$ cat config.mk
export PLATFORM = sky130hd
export DESIGN_NAME = pusch_llr_descrambler
export DESIGN_NICKNAME = d
export VERILOG_FILES = /design/src/rtl/pusch_rx_pkg.sv /design/src/rtl/pusch_gold_gen.sv /design/src/rtl/pusch_llr_descrambler.sv
export SDC_FILE = /design/constraint.sdc
export NUM_CORES = 1
export LEC_CHECK = 0
export ABC_CLOCK_PERIOD_IN_PS = 2500
export CAP_MARGIN = 20
export CORE_UTILIZATION = 54
export DETAILED_ROUTE_END_ITERATION = 10
export DONT_BUFFER_PORTS = 1
export PLACE_DENSITY_LB_ADDON = 0.25
export SYNTH_ARGS = -nofsm -noshare
export SYNTH_HDL_FRONTEND = slang
export SYNTH_HIERARCHICAL = 1
export SYNTH_SLANG_ARGS = --single-unit
$ cat constraint.sdc
create_clock -name clk -period 2.5 [get_ports clk]
set_clock_uncertainty 0.05 [all_clocks]
set_input_delay 0.375 -clock clk [delete_from_list [all_inputs] [get_ports clk]]
set_output_delay 0.375 -clock clk [all_outputs]
set_load 0.02 [all_outputs]
$ cat src/rtl/pusch_rx_pkg.sv
// Shared types and helpers for the PUSCH receive chain: FSM states, Gold
// sequence constants and the scrambler seed calculation.
package pusch_rx_pkg;

  typedef enum logic [1:0] {IDLE, WARM, RUN, FIN} state_t;

  localparam int NC_DEFAULT = 1600;
  localparam int LFSR_W     = 31;

  // Scrambler seed; msgA carries n_RAPID and shifts n_RNTI up one extra bit,
  // so bit 15 of n_RNTI falls off the 31-bit seed in that case.
  function automatic logic [LFSR_W-1:0] calc_c_init(input logic        cfg,
                                                    input logic [15:0] rnti,
                                                    input logic [5:0]  rapid,
                                                    input logic [9:0]  cell_id);
    if (cfg)
      return {rnti[14:0], 16'h0} + {15'h0, rapid, 10'h0} + {21'h0, cell_id};
    else
      return {rnti, 15'h0} + {21'h0, cell_id};
  endfunction

endpackage

$ cat src/rtl/pusch_gold_gen.sv
// Length-31 Gold sequence generator (x1/x2 LFSR pair); bit 0 of each register
// holds x(n), so c(n) is available combinationally at the current position.
module pusch_gold_gen
  import pusch_rx_pkg::*;
(
  input  logic              clk,
  input  logic              reset,
  input  logic              load,
  input  logic [LFSR_W-1:0] c_init,
  input  logic              advance,
  output logic              c
);

  logic [LFSR_W-1:0] x1, x2;

  always_ff @(posedge clk or negedge reset) begin
    if (!reset) begin
      x1 <= '0;
      x2 <= '0;
    end else if (load) begin
      x1 <= LFSR_W'(1);
      x2 <= c_init;
    end else if (advance) begin
      x1 <= {x1[3] ^ x1[0], x1[LFSR_W-1:1]};
      x2 <= {x2[3] ^ x2[2] ^ x2[1] ^ x2[0], x2[LFSR_W-1:1]};
    end
  end

  assign c = x1[0] ^ x2[0];

endmodule

$ cat src/rtl/pusch_llr_descrambler.sv
// PUSCH receive descrambler: flips the sign of each soft bit where the Gold
// sequence is 1, streaming one codeword of G LLRs per start pulse.
module pusch_llr_descrambler
  import pusch_rx_pkg::*;
#(
  parameter int LLR_W = 8,
  parameter int NC    = NC_DEFAULT,
  parameter int G_W   = 17
)(
  input  logic                    clk,
  input  logic                    reset,
  input  logic                    start,
  input  logic [15:0]             N_Rnti,
  input  logic [9:0]              N_cell_ID,
  input  logic [5:0]              N_Rapid,
  input  logic                    Config,
  input  logic [G_W-1:0]          num_bits,
  input  logic signed [LLR_W-1:0] LLR_in,
  input  logic                    LLR_valid_in,
  output logic                    LLR_ready_out,
  output logic signed [LLR_W-1:0] LLR_out,
  output logic                    LLR_valid_out,
  input  logic                    LLR_ready_in,
  output logic                    busy,
  output logic                    done
);

  localparam int WC_W = $clog2(NC + 1);
  localparam logic signed [LLR_W-1:0] LLR_MAX = {1'b0, {(LLR_W-1){1'b1}}};
  localparam logic signed [LLR_W-1:0] LLR_MIN = {1'b1, {(LLR_W-1){1'b0}}};

  state_t                  state;
  logic [G_W-1:0]          g_len;
  logic [G_W-1:0]          acc_cnt;
  logic [WC_W-1:0]         warm_cnt;
  logic [LFSR_W-1:0]       c_init;
  logic                    c, load, advance, accept, drain;
  logic signed [LLR_W-1:0] llr_neg;

  assign c_init        = calc_c_init(Config, N_Rnti, N_Rapid, N_cell_ID);
  assign load          = (state == IDLE) && start;
  assign LLR_ready_out = (state == RUN) && (!LLR_valid_out || LLR_ready_in);
  assign accept        = LLR_valid_in && LLR_ready_out;
  assign drain         = LLR_valid_out && LLR_ready_in;
  // Sequence position moves only on warm-up or on an accepted LLR.
  assign advance       = (state == WARM) || accept;
  assign busy          = (state != IDLE);
  // Negating the most negative code would wrap; clamp to the positive max.
  assign llr_neg       = (LLR_in == LLR_MIN) ? LLR_MAX : -LLR_in;

  pusch_gold_gen u_gold (
    .clk     (clk),
    .reset   (reset),
    .load    (load),
    .c_init  (c_init),
    .advance (advance),
    .c       (c)
  );

  always_ff @(posedge clk or negedge reset) begin
    if (!reset) begin
      state    <= IDLE;
      g_len    <= '0;
      acc_cnt  <= '0;
      warm_cnt <= '0;
      done     <= 1'b0;
    end else begin
      done <= 1'b0;
      case (state)
        IDLE: if (start) begin
          g_len    <= num_bits;
          acc_cnt  <= '0;
          warm_cnt <= '0;
          state    <= WARM;
        end
        WARM: begin
          warm_cnt <= warm_cnt + 1'b1;
          if (warm_cnt == WC_W'(NC - 1))
            state <= (g_len == '0) ? FIN : RUN;
        end
        RUN: if (accept) begin
          acc_cnt <= acc_cnt + 1'b1;
          if (acc_cnt == g_len - 1'b1)
            state <= FIN;
        end
        FIN: if (!LLR_valid_out || LLR_ready_in) begin
          done  <= 1'b1;
          state <= IDLE;
        end
        default: state <= IDLE;
      endcase
    end
  end

  // Single output register: reload on accept, otherwise empty on drain.
  always_ff @(posedge clk or negedge reset) begin
    if (!reset) begin
      LLR_out       <= '0;
      LLR_valid_out <= 1'b0;
    end else if (accept) begin
      LLR_out       <= c ? llr_neg : LLR_in;
      LLR_valid_out <= 1'b1;
    end else if (drain) begin
      LLR_valid_out <= 1'b0;
    end
  end

endmodule
==> impl_results.rst <==
.. list-table::
   :header-rows: 1

   * - Metric
     - Value
   * - Std cell rows
     - 39
   * - TritonCTS clock tree
     - yes
   * - Crit path kind
     - reg -> reg
   * - Clock latency on the worst-skew pair
     - 0.41 ns
   * - Leading cell type in the layout, fill and taps excluded
     - sky130_fd_sc_hd__dfrtp_1
   * - Fin Hold WS
     - -0.391 ns
   * - Largest net degree at the start of global routing
     - 120
   * - Number of primary I/O pins
     - 75
   * - Deepest level of the CTS H-tree
     - 4
   * - Largest fanout of any net on the critical path
     - 5
   * - Data arrival time of the critical path
     - 2.79 ns
   * - Count of different cell masters after synthesis
     - 57
   * - Via-to-Cell Ratio
     - 5.71
   * - Vias in the first global route
     - 4501
   * - Setup repair after global routing missed its margin
     - yes
   * - Total nets after synthesis
     - 694
   * - Worst Path Required
     - 2.74 ns
   * - Highest-count cells in the layout ignoring fill and taps
     - 117 x sky130_fd_sc_hd__dfrtp_1, 73 x sky130_fd_sc_hd__nor2_1, 64 x sky130_fd_sc_hd__nand2_1
   * - Cell family with most CP delay
     - simple AND/OR/NAND/NOR gates
   * - Worst Setup Start Kind
     - register
   * - Width of the die
     - 110 µm
   * - Number of standard cells after synthesis
     - 622
   * - Final Instance Area
     - 0.00738 mm²
   * - Final hold vios
     - 119
   * - Critical path endpoint category
     - register
   * - Cell at the root of the clock tree
     - sky130_fd_sc_hd__clkbuf_16
   * - Count of warnings emitted by yosys
     - 6
   * - Die extent in y
     - 110 µm
   * - Portion of the post-synthesis area used by sequential elements
     - 47.1%
   * - Post-synth ARST share
     - 100%
   * - Violations in the final reports
     - negative hold slack, negative setup slack
   * - Number of nets with antenna violations after routing
     - 0
   * - Hold/Removal Path Class
     - in -> async
   * - Routed Wire Length
     - 13100 µm
   * - Outcome
     - complete, but fails checks
   * - Setup WS post-layout
     - -0.0493 ns
   * - Final count of pins violating max slew
     - 0
   * - Initial detailed-routing violation count
     - 209
   * - Min cycle time layout
     - 2.55 ns
   * - Count of max-cap constraint violations
     - 0
   * - Core Region
     - 0.0114 mm²
   * - Number of vias in the routed layout
     - 4587
   * - Synth Flop Type
     - sky130_fd_sc_hd__dfrtp_1
   * - Global-route usage over all layers
     - 22.5%
   * - Count of flip-flops with a built-in enable after synthesis
     - 0
   * - Transition at the pin with the smallest max-transition slack
     - 0.687 ns
   * - CP cell instances
     - nor4_4 -> buf_4 -> nand4_1 -> inv_1 -> nand4b_1 -> a2111oi_4 -> nor3_2 -> a311o_1
   * - Max Clock Freq
     - 392 MHz
   * - Buffers and inverters on the worst path
     - 2
   * - Initial antenna violation count
     - 0
   * - Pwr/cell area
     - 1220 mW/mm²
   * - Number of optimization iterations in the first detailed-route pass
     - 4
   * - Count of nets after finishing
     - 721
   * - Fraction of layout instances using a drive strength above 1
     - 18.6%
   * - CTS buffer count
     - 17
   * - Average wire per standard cell
     - 16.3 µm
   * - Worst-case clock buffer depth
     - 2
   * - Placed standard-cell area
     - 0.00660 mm²
   * - Setup slack of the most critical reg-to-reg path
     - -0.05 ns
   * - Final worst-path cycle share
     - 102%
   * - Antenna cells
     - 0
   * - Full die area
     - 0.0122 mm²
   * - Wire length of the first global-routing pass
     - 20700 µm
   * - Port Buffer Count
     - 0
   * - Total Neg Setup Slack
     - -0.0541 ns
   * - Worst max-slew margin expressed relative to the limit
     - 54.1%
   * - Clock-pin slew on the worst setup and hold paths
     - 0.05 ns
   * - Gp weighted congestion
     - 0.853
   * - Leak
     - 0.00335 µW
   * - Largest incremental delay on the critical path
     - 0.49 ns
   * - HPWL after detailed placement
     - 8690 µm
   * - Sinks on the clock net
     - 119
   * - Cell at the slowest stage of the critical path
     - sky130_fd_sc_hd__a2111oi_4
   * - Post-route DRC violation count
     - 0
   * - Total of flip-flops plus latches after synthesis
     - 119
   * - Number of setup violations in the final report
     - 2
   * - Syn Area/Cell
     - 10.2 µm²
   * - Total gr overflow
     - 0
   * - Syn Std Cell Area
     - 0.00633 mm²
   * - Area delta synth->final
     - 16.7%
   * - Maximum resistive drop on vdd
     - 0.768 mV
   * - Starting utilization of the core area
     - 55.4%
through the flow:
step | instances | utilization [%] | hold WS, ns | setup slack, ns | power (µW)
finish | 804 | 64.6 | -0.391 | -0.0493 | 8980
CTS | 799 | 63.3 | -0.412 | 0.00770 | 8830
detailed placement | 766 | 57.8 | 0.0322 | -0.198 | 6380
global route | 804 | 64.6 | -0.414 | -0.189 | 9550
floorplan | 622 | - | 0.0294 | 0.00778 | 5660
global placement | 766 | 57.8 | 0.0326 | -0.0272 | 6250
synthesized netlist by cell type, types with 3 or more instances:
cell type / instances / area share (%)
sky130_fd_sc_hd__a31oi_1: 4 / 0.40
sky130_fd_sc_hd__nor3_1: 9 / 0.71
sky130_fd_sc_hd__o21ai_0: 16 / 1.3
sky130_fd_sc_hd__dfrtp_1: 119 / 47
sky130_fd_sc_hd__o21ai_1: 31 / 2.5
sky130_fd_sc_hd__inv_1: 14 / 0.83
sky130_fd_sc_hd__nand4_1: 7 / 0.69
sky130_fd_sc_hd__nand2b_1: 4 / 0.40
sky130_fd_sc_hd__a21oi_1: 12 / 0.95
sky130_fd_sc_hd__nor2b_1: 6 / 0.59
sky130_fd_sc_hd__or3_1: 7 / 0.69
sky130_fd_sc_hd__xnor2_1: 19 / 2.6
sky130_fd_sc_hd__clkbuf_1: 15 / 0.89
sky130_fd_sc_hd__nand2_1: 64 / 3.8
sky130_fd_sc_hd__nand3_1: 13 / 1.0
sky130_fd_sc_hd__and3_1: 4 / 0.40
sky130_fd_sc_hd__a211oi_1: 3 / 0.36
sky130_fd_sc_hd__and4_1: 3 / 0.42
sky130_fd_sc_hd__and2_1: 10 / 0.99
sky130_fd_sc_hd__mux2i_1: 60 / 9.5
sky130_fd_sc_hd__a22o_1: 4 / 0.55
sky130_fd_sc_hd__mux2_2: 30 / 5.3
sky130_fd_sc_hd__buf_2: 7 / 0.55
sky130_fd_sc_hd__ha_1: 9 / 1.8
sky130_fd_sc_hd__nor2_1: 73 / 4.3
sky130_fd_sc_hd__nor4_1: 3 / 0.30
sky130_fd_sc_hd__buf_6: 7 / 1.2
sky130_fd_sc_hd__xor2_1: 32 / 4.4
final cells by class:
cell class	count	area (µm²)
Fill cell	896	4040
Sequential cell	119	2980
Multi-Input combinational cell	457	3270
Timing Repair Buffer	40	333
Inverter	14	52.6
Clock inverter	2	35.0
Tap cell	143	179
Clock buffer	29	531
logic make-up after synthesis:
logic type               share of synthesized area, %
XOR/XNOR                                         7.06
buffers and inverters                            3.84
adder cells (fa/ha/maj)                          1.78
AO/OA/AOI/OAI                                    9.14
multiplexers                                     14.8
AND/OR/NAND/NOR                                  16.3
flip-flops                                       47.1
flip-flops by register name, indices dropped and copies added (netlist names), 2 cells and up:
| signal | count |
|---|---|
| LLR_out | 8 |
| acc_cnt | 17 |
| g_len | 17 |
| state | 2 |
| u_gold/x1 | 31 |
| u_gold/x2 | 31 |
| warm_cnt | 11 |
layer usage:
| layer | track usage [%] | wire length [µm] |
|---|---|---|
| met1 | 27.7 | 5760 |
| met2 | 35.5 | 6310 |
| met3 | 7.58 | 739 |
| met4 | 11.3 | 272 |
| met5 | 0 | 0 |
timing repair:
action,in CTS,in global routing
endpoints found under the hold margin,119,119
buffers inserted,2,6
endpoints found under the setup margin,2,6
pin swaps,8,16
gates resized for setup,9,20
path summary, 6_finish.rpt:
check,start,end,depth (start not counted)
setup / recovery,g_len[7],state[1],8
hold / removal,reset,warm_cnt[6],0
min in group clk,N_cell_ID[0],u_gold/x2[0],2
hold reg to reg,u_gold/x1[1],u_gold/x1[0],1
setup reg to reg,g_len[7],state[1],8
max in group asynchronous,reset,g_len[6],0
power breakdown:
group          switching, µW  internal, µW  leakage (µW)
clock                    777          1520      0.000278
sequential               519          2530       0.00155
combinational           1930          1710       0.00153
total                   3220          5760       0.00335
(Power assumes the default switching activity.)
